`src/rtl/encoder_pkg.sv`:
```
// Shared types and constants for the multi-hot stream encoder.
package encoder_pkg;

  typedef enum logic {
    IDLE  = 1'b0,
    DRAIN = 1'b1
  } enc_state_t;

  localparam logic MODE_ASC  = 1'b0;
  localparam logic MODE_DESC = 1'b1;

endpackage

```
`src/rtl/prio_enc.sv`:
```
// Combinational priority encoder: lowest or highest set bit of vec,
// plus flags for "any bit set" and "exactly one bit set".
module prio_enc #(
  parameter  int N = 64,
  localparam int W = $clog2(N)
) (
  input  logic [N-1:0] vec,
  input  logic         msb_first,
  output logic [W-1:0] idx,
  output logic         any,
  output logic         single
);

  // The last match in the loop wins, so the scan direction picks the priority.
  always_comb begin
    idx = '0;
    if (msb_first) begin
      for (int i = 0; i < N; i++) begin
        if (vec[i]) idx = W'(i);
      end
    end else begin
      for (int i = N - 1; i >= 0; i--) begin
        if (vec[i]) idx = W'(i);
      end
    end
  end

  assign any    = |vec;
  assign single = any && ((vec & (vec - N'(1))) == '0);

endmodule

```
`src/rtl/multihot_stream_encoder.sv`:
```
// Streams the index of every set bit of an accepted request vector as
// valid/ready beats, lowest-first or highest-first.
module multihot_stream_encoder
  import encoder_pkg::*;
#(
  parameter  int N = 64,
  localparam int W = $clog2(N)
) (
  input  logic         wb_clk_i,
  input  logic         wb_rst_i,
  input  logic         in_valid,
  output logic         in_ready,
  input  logic [N-1:0] in_data,
  input  logic         in_mode,
  output logic         out_valid,
  input  logic         out_ready,
  output logic [W-1:0] out_idx,
  output logic [W:0]   out_beat,
  output logic         out_last,
  output logic         out_empty
);

  enc_state_t   state;
  logic [N-1:0] pending;
  logic         mode_q;
  logic [W:0]   beat_q;
  logic         empty_q;

  logic [W-1:0] enc_idx;
  logic         enc_any;
  logic         enc_single;
  logic         draining;
  logic         fire;
  logic         accept;
  logic [N-1:0] clear_mask;

  prio_enc #(.N(N)) u_prio_enc (
    .vec       (pending),
    .msb_first (mode_q == MODE_DESC),
    .idx       (enc_idx),
    .any       (enc_any),
    .single    (enc_single)
  );

  assign draining  = (state == DRAIN);
  assign out_valid = draining;
  assign out_idx   = (draining && !empty_q) ? enc_idx : '0;
  assign out_beat  = draining ? beat_q : '0;
  assign out_last  = draining && (empty_q || enc_single);
  assign out_empty = draining && empty_q;

  assign fire     = out_valid && out_ready;
  // Accepting on the final handshake lets consecutive vectors run without a bubble.
  assign in_ready = !draining || (fire && out_last);
  assign accept   = in_valid && in_ready;

  assign clear_mask = {{(N-1){1'b0}}, 1'b1} << enc_idx;

  always_ff @(posedge wb_clk_i) begin
    if (wb_rst_i) begin
      state   <= IDLE;
      pending <= '0;
      mode_q  <= MODE_ASC;
      beat_q  <= '0;
      empty_q <= 1'b0;
    end else if (accept) begin
      state   <= DRAIN;
      pending <= in_data;
      mode_q  <= in_mode;
      beat_q  <= '0;
      empty_q <= (in_data == '0);
    end else if (fire) begin
      if (enc_any) pending <= pending & ~clear_mask;
      beat_q <= beat_q + 1'b1;
      if (out_last) state <= IDLE;
    end
  end

endmodule

```
`config.mk`:
```
export PLATFORM = sky130hd
export DESIGN_NAME = multihot_stream_encoder
export DESIGN_NICKNAME = d
export VERILOG_FILES = /design/src/rtl/encoder_pkg.sv /design/src/rtl/prio_enc.sv /design/src/rtl/multihot_stream_encoder.sv
export SDC_FILE = /design/constraint.sdc
export NUM_CORES = 1
export LEC_CHECK = 0
export ABC_AREA = 1
export CORE_MARGIN = 8
export CORE_UTILIZATION = 53
export DETAILED_ROUTE_END_ITERATION = 8
export PLACE_DENSITY_LB_ADDON = 0.3
export SLEW_MARGIN = 10
export SYNTH_ARGS = -nofsm -noshare
export SYNTH_HDL_FRONTEND = slang
export SYNTH_SLANG_ARGS = --single-unit
```
`constraint.sdc`:
```
create_clock -name wb_clk_i -period 6.7 [get_ports wb_clk_i]
set_input_delay 1.34 -clock wb_clk_i [delete_from_list [all_inputs] [get_ports wb_clk_i]]
set_output_delay 1.34 -clock wb_clk_i [all_outputs]
set_load 0.01 [all_outputs]
```
==> results of run 1 <==
==> layout by cell type, fill, tap and decap left out, types with 2 or more instances in the layout <==
cell / instances
a31oi_1: 2
clkinv_4: 3
clkinv_2: 3
nand2_2: 2
o31ai_1: 2
nand2_1: 251
o2111ai_1: 4
o21ai_0: 53
nand4_1: 44
o211ai_1: 2
buf_12: 2
nor3_1: 8
a21oi_1: 168
inv_1: 117
clkbuf_16: 9
xor2_1: 3
nor2_1: 168
nand3_1: 50
buf_4: 9
o21ai_1: 58
nor4_1: 21
o221ai_1: 2
dfxtp_1: 74
inv_2: 31
clkdlybuf4s50_1: 85
nor3_2: 3
nor2_4: 3
a41oi_1: 2
a2111oi_2: 2
nor2_2: 11
==> state kept, by name, indices dropped and copies added (netlist names) <==
register / flops
empty_q: 1
beat_q: 7
out_valid: 1
pending: 64
mode_q: 1
==> per-layer routing <==
| metal | vias up | routed length [um] | track usage | part of all wire |
|---|---|---|---|---|
| li1 | 3938 | - | - | - |
| met1 | 3587 | 9900 | 0.358 | 0.42 |
| met2 | 360 | 10500 | 0.459 | 0.45 |
| met3 | 67 | 2050 | 0.0683 | 0.088 |
| met4 | 0 | 973 | 0.137 | 0.042 |
| met5 | - | 0 | 0 | 0 |
==> logic make-up (layout without fill, tap and decap cells) <==
| kind of cell | Yosys count | in the layout | synth area share |
|---|---|---|---|
| AO/OA/AOI/OAI | 305 | 305 | 0.253 |
| AND/OR/NAND/NOR | 566 | 566 | 0.381 |
| buffers and inverters | 201 | 261 | 0.130 |
| XOR/XNOR | 4 | 4 | 0.00543 |
| adder cells (fa/ha/maj) | 1 | 1 | 0.00194 |
| flip-flops | 74 | 74 | 0.230 |
==> through the flow <==
| stage | std cells | area, sq um | hold slack, ns | setup TNS [ns] | power [uW] |
|---|---|---|---|---|---|
| floorplan | 1151 | 6450 | 0.444 | 0 | 1000 |
| global placement | 1341 | 7330 | 0.459 | 0 | 1230 |
| detailed placement | 1341 | 7330 | 0.463 | 0 | 1230 |
| CTS | 1357 | 7600 | 0.475 | 0 | 1690 |
| global route | 1358 | 7650 | 0.507 | -0.00281 | 1800 |
| finish | 1358 | 7650 | 0.480 | 0 | 1710 |
==> worst max-delay path by stage <==
stage / start / endpoint / slack, ns / cells after the start
finish: pending[0]$_SDFFE_PP0P_ / in_ready / 0.38 / 28
global route: pending[0]$_SDFFE_PP0P_ / in_ready / -0.003 / 28
CTS: pending[0]$_SDFFE_PP0P_ / in_ready / 0.25 / 28
detailed placement: pending[0]$_SDFFE_PP0P_ / in_ready / 0.64 / 28
global placement: pending[0]$_SDFFE_PP0P_ / in_ready / 0.67 / 28
floorplan: pending[0]$_SDFFE_PP0P_ / in_ready / 1.91 / 27
==> layout make-up <==
class	instances	area share
Multi-Input combinational cell	876	0.548
Sequential cell	74	0.194
Timing Repair Buffer	96	0.125
Inverter	149	0.0733
Clock buffer	10	0.0299
Tap cell	147	0.0240
Clock inverter	6	0.00573
==> what timing repair did <==
action,4_1_cts,5_1_grt
resized for setup,0,10
endpoints found under the setup margin,0,2
setup buffers,0,1
==> worst min-delay path, cell delays in order (launching register included) <==
cell	delay [ns]
dfxtp_1	0.31
inv_1	0.06
a21oi_1	0.05
==> power by group <==
| group | total [uW] | switching, uW | leakage [uW] | internal, uW |
|---|---|---|---|---|
| logic | 714 | 484 | 0.00249 | 230 |
| registers | 536 | 56.2 | 0.000611 | 480 |
| clock network | 463 | 212 | 0.000132 | 251 |
| total | 1710 | 752 | 0.00324 | 961 |
==> reports/metrics.csv, run 1 <==
stage;metric;value;unit
run_status;result of the run;complete, no violations;
sta;Slew Limit Fails;0;
floorplan;Core Region;0.0120;sq mm
setup_path;delay-heaviest family, CP;simple AND/OR/NAND/NOR gates;
clock_network;H-tree Lvls;3;
sta;share of the clock period used by the worst path;0.944;
route;Starting DRT DRC Count;967;
route;vias per std cell;5.86;
placement;DP HPWL;17.0;mm
route;via count;7952;
clock_network;CTS hold repair buffers;0;
finish;area delta synth->final;18.5;%
min_path;Hold EP;empty_q$_SDFFE_PP0P_;
finish;area of the multi-input gates;0.00419;sq mm
floorplan;die area;0.0160;sq mm
yosys;synth cell count leaders;nand2_1, nor2_1, a21oi_1, inv_1, dfxtp_1;
power_and_ir_drop;Leakage;0.00324;uW
yosys;top-count cell post-synth;nand2_1;
clock_network;clock slew at reported path FFs;0.06;ns
power_and_ir_drop;Max VDD drop;159;uV
finish;share of cells above drive strength 1;0.0727;
floorplan;Ports;86;
setup_path;Worst R2R End;pending[14]$_SDFFE_PP0P_;
sta;Worst Skew;0.0104;ns
sta;Worst slew margin;0.142;
yosys;largest cells by area after synthesis;dfxtp_1, nand2_1, a21oi_1;
floorplan;chip width;126;um
setup_path;WP buf/inv;8;
flow_run;Max Cap Viol;0;
setup_path;CP max FO;5;
route;final WL;23.4;mm
floorplan;Initial Utilization;0.539;
clock_network;clk_lat worst skew;0.36;ns
setup_path;Worst path slowest cell;clkdlybuf4s50_1;
global_route;global-route wire length before repair;36.8;mm
setup_path;critical path class;reg2out;
clock_network;CTS root buffer;clkbuf_16;
global_route;gr usage total;0.287;
placement;Buffers on Ports;85;
route;DRC violations left;0;
setup_path;CP Data Required Time;5.36;ns
global_route;largest net degree at the start of global routing;68;
yosys;Syn Std Cell Area;0.00645;sq mm
clock_network;clk sinks;74;
placement;post-place setup slack;0.642;ns
route;Pre-Repair DR Iteration Count;6;
yosys;post-synth cell types;42;
sta;Worst-Margin Slew;1.28;ns
min_path;worst hold-check path type;reg2reg;
setup_path;cell mode on critical path;nor2_2;
yosys;register area share after synthesis;0.230;
yosys;Top FF cell, synth;dfxtp_1;
route;post-DR wirelength/cell;17.3;um
yosys;Synth Instances;1151;
setup_path;worst path arrival time;4.98;ns
sta;final hold violations;0;
setup_path;Reg2Reg Depth;32;
yosys;EDFF count, synth;0;
clock_network;total CTS buffers;9;
finish;final core occ;0.639;
global_route;remaining global-route overflow;0;
floorplan;Rows;40;
finish;fillers;1197;
floorplan;die height;126;um
route;ANT nets after route;0;
sta;Setup violations, final;0;
sta;PnR worst setup slack;0.375;ns
yosys;post-synth top area cell;dfxtp_1;
setup_path;Startpoint Class;flop;
min_path;hold depth;2;
yosys;synthesis-stage register bit count;74;
finish;final-stage net count;1276;
placement;RD Place Congestion;1.01;
clock_network;CTS tree;done;
yosys;Yosys top cell area share;0.230;
finish;sequential cell area;0.00148;sq mm
yosys;YS warnings;0;
clock_network;Max clock buf depth;2;
setup_path;FF-to-FF setup slack;1.24;ns
finish;ant diodes;0;
sta;Final min period;6.32;ns
yosys;syn nets;1221;
yosys;Avg Inst Size Synth;5.61;sq um
min_path;HP Start;empty_q$_SDFFE_PP0P_;
power_and_ir_drop;Power per Cell Area;224;mW/mm^2
global_route;vias in the first global route;7220;
setup_path;r2r startpoint;pending[0]$_SDFFE_PP0P_;
global_route;initial antenna violation count;0;
setup_path;critical path endpoint category;output pin;
yosys;async set or reset register ratio after synthesis;0;
sta;Peak Freq;158;MHz
setup_path;CP peak stage delay;0.55;ns
Power figures use the tool's default switching activity.
==> inputs of run 2 (changes only) <==
--- a/config.mk
+++ b/config.mk
@@ -8,8 +8,9 @@
 export ABC_AREA = 1
 export CORE_MARGIN = 8
 export CORE_UTILIZATION = 53
+export CTS_CLUSTER_DIAMETER = 80
 export DETAILED_ROUTE_END_ITERATION = 8
-export PLACE_DENSITY_LB_ADDON = 0.3
+export PLACE_DENSITY = 0.73
 export SLEW_MARGIN = 10
 export SYNTH_ARGS = -nofsm -noshare
 export SYNTH_HDL_FRONTEND = slang
==> reports/metrics.csv, run 2 (synthesis results as in run 1) <==
stage;metric;value;unit
sta;RSZ-0062 raised after global routing;false;
floorplan;Initial Utilization;0.539;
finish;share of cells above drive strength 1;0.0867;
floorplan;Core Region;0.0120;sq mm
clock_network;CTS root buffer;clkbuf_16;
route;DRC violations left;0;
floorplan;chip width;126;um
min_path;worst hold-check path type;reg2reg;
sta;Final min period;6.12;ns
clock_network;buffers inserted by post-CTS timing repair;0;
clock_network;CTS tree;done;
setup_path;critical path class;reg2out;
sta;Slew Limit Fails;0;
finish;Largest Register;pending;
global_route;vias in the first global route;7577;
run_status;result of the run;complete, no violations;
global_route;initial antenna violation count;0;
finish;most common cell after layout, fill and taps aside;nand2_1;
clock_network;clk sinks;74;
min_path;hold depth;2;
flow_run;Max Cap Viol;0;
clock_network;clk_lat worst skew;0.35;ns
sta;Setup violations, final;0;
sta;Worst slew margin;0.146;
clock_network;Max clock buf depth;2;
route;Pre-Repair DR Iteration Count;5;
route;post-DR wirelength/cell;17.5;um
setup_path;CP endpoint;out_last;
setup_path;launch point of the worst path;pending[26]$_SDFFE_PP0P_;
floorplan;Rows;40;
setup_path;r2r startpoint;pending[26]$_SDFFE_PP0P_;
setup_path;CP Data Required Time;5.36;ns
setup_path;Reg2Reg Depth;30;
sta;share of the clock period used by the worst path;0.913;
finish;Regs by FF count;pending (64), beat_q (7);
sta;final hold violations;0;
route;ANT nets after route;0;
sta;Peak Freq;163;MHz
setup_path;Startpoint Class;flop;
floorplan;die area;0.0160;sq mm
finish;area delta synth->final;19.9;%
route;final WL;23.8;mm
setup_path;CP max FO;6;
route;Starting DRT DRC Count;789;
finish;most frequent cells in the layout;nand2_1, a21oi_1, nor2_1, inv_1, clkdlybuf4s50_1;
sta;final hold slack;0.477;ns
global_route;gr usage total;0.297;
clock_network;clock slew at reported path FFs;0.06;ns
sta;Worst-Margin Slew;1.28;ns
global_route;largest net degree at the start of global routing;68;
route;via count;8039;
finish;max reg flops;64;
sta;Worst Skew;0.00702;ns
global_route;remaining global-route overflow;0;
power_and_ir_drop;Power, Total;1800;uW
route;vias per std cell;5.92;
power_and_ir_drop;Leakage;0.00327;uW
sta;final setup TNS;0;ns
global_route;global-route wire length before repair;38.4;mm
placement;Buffers on Ports;85;
placement;RD Place Congestion;0.983;
floorplan;die height;126;um
placement;DP HPWL;17.5;mm
finish;fillers;1178;
finish;final-stage net count;1276;
floorplan;Ports;86;
setup_path;critical path endpoint category;output pin;
power_and_ir_drop;Power per Cell Area;232;mW/mm^2
clock_network;total CTS buffers;9;
setup_path;Worst R2R End;pending[0]$_SDFFE_PP0P_;
setup_path;FF-to-FF setup slack;1.36;ns
power_and_ir_drop;Max VDD drop;148;uV
clock_network;H-tree Lvls;3;
setup_path;worst path arrival time;4.78;ns
run 2: worst min path at each step:
stage,startpoint,to,slack [ns]
5_1_grt,empty_q$_SDFFE_PP0P_,empty_q$_SDFFE_PP0P_,0.52
3_5_place_dp,empty_q$_SDFFE_PP0P_,empty_q$_SDFFE_PP0P_,0.46
4_1_cts,empty_q$_SDFFE_PP0P_,empty_q$_SDFFE_PP0P_,0.47
2_1_floorplan,empty_q$_SDFFE_PP0P_,empty_q$_SDFFE_PP0P_,0.44
3_3_place_gp,empty_q$_SDFFE_PP0P_,empty_q$_SDFFE_PP0P_,0.46
6_report,empty_q$_SDFFE_PP0P_,empty_q$_SDFFE_PP0P_,0.48
run 2: layout make-up:
cell class	count	area, sq um	area share
antenna	1	2.50	0.000323
clock buffer	9	225	0.0291
clock inverter	7	93.8	0.0121
inverter	149	561	0.0725
multi-input combinational	876	4240	0.548
sequential	74	1480	0.191
tap	147	184	0.0238
timing repair buffer	96	948	0.123
run 2: timing repair:
action	in CTS	in global routing
setup endpoints to repair	0	2
resized for setup	0	30
hold endpoints to repair	0	0
hold buffers	0	0
run 2: routing by layer:
layer	GRT usage	vias up	part of all wire
li1	-	3948	-
met1	0.369	3605	0.42
met2	0.459	398	0.43
met3	0.0683	88	0.091
met4	0.183	0	0.058
met5	0	-	0
run 2: stage by stage:
step                area (sq um)  worst slack (ns)  utilization  std cells
global placement            7310             0.701        0.611       1342
floorplan                   6450              1.91            -       1151
detailed placement          7310             0.564        0.611       1342
finish                      7740             0.583        0.647       1359
CTS                         7630             0.135        0.638       1358
global route                7730            0.0955        0.647       1358
run 2: critical path, stage by stage (launching register included):
cell             delay [ns]
dfxtp_1                0.34
nor2_1                 0.21
inv_2                  0.07
nor2_2                 0.15
nand2_1                0.13
nor2_2                 0.16
inv_2                  0.08
nor2_8                 0.15
nand2_1                0.10
inv_2                  0.06
nand3_1                0.09
o21ai_1                0.14
nand3_1                0.13
nor4_2                 0.18
nand3_1                0.13
nor3_2                 0.11
nand2_1                0.09
a2111oi_2              0.20
o221ai_1               0.19
a2111oi_2              0.42
nand4_1                0.14
nor2_1                 0.14
o211ai_1               0.16
o31ai_4                0.23
clkdlybuf4s50_1        0.59
run 2: power by group:
part / total [uW] / internal, uW / switching, uW
combinational: 724 / 233 / 491
clock: 535 / 325 / 210
sequential: 538 / 480 / 58.5
total: 1800 / 1040 / 759
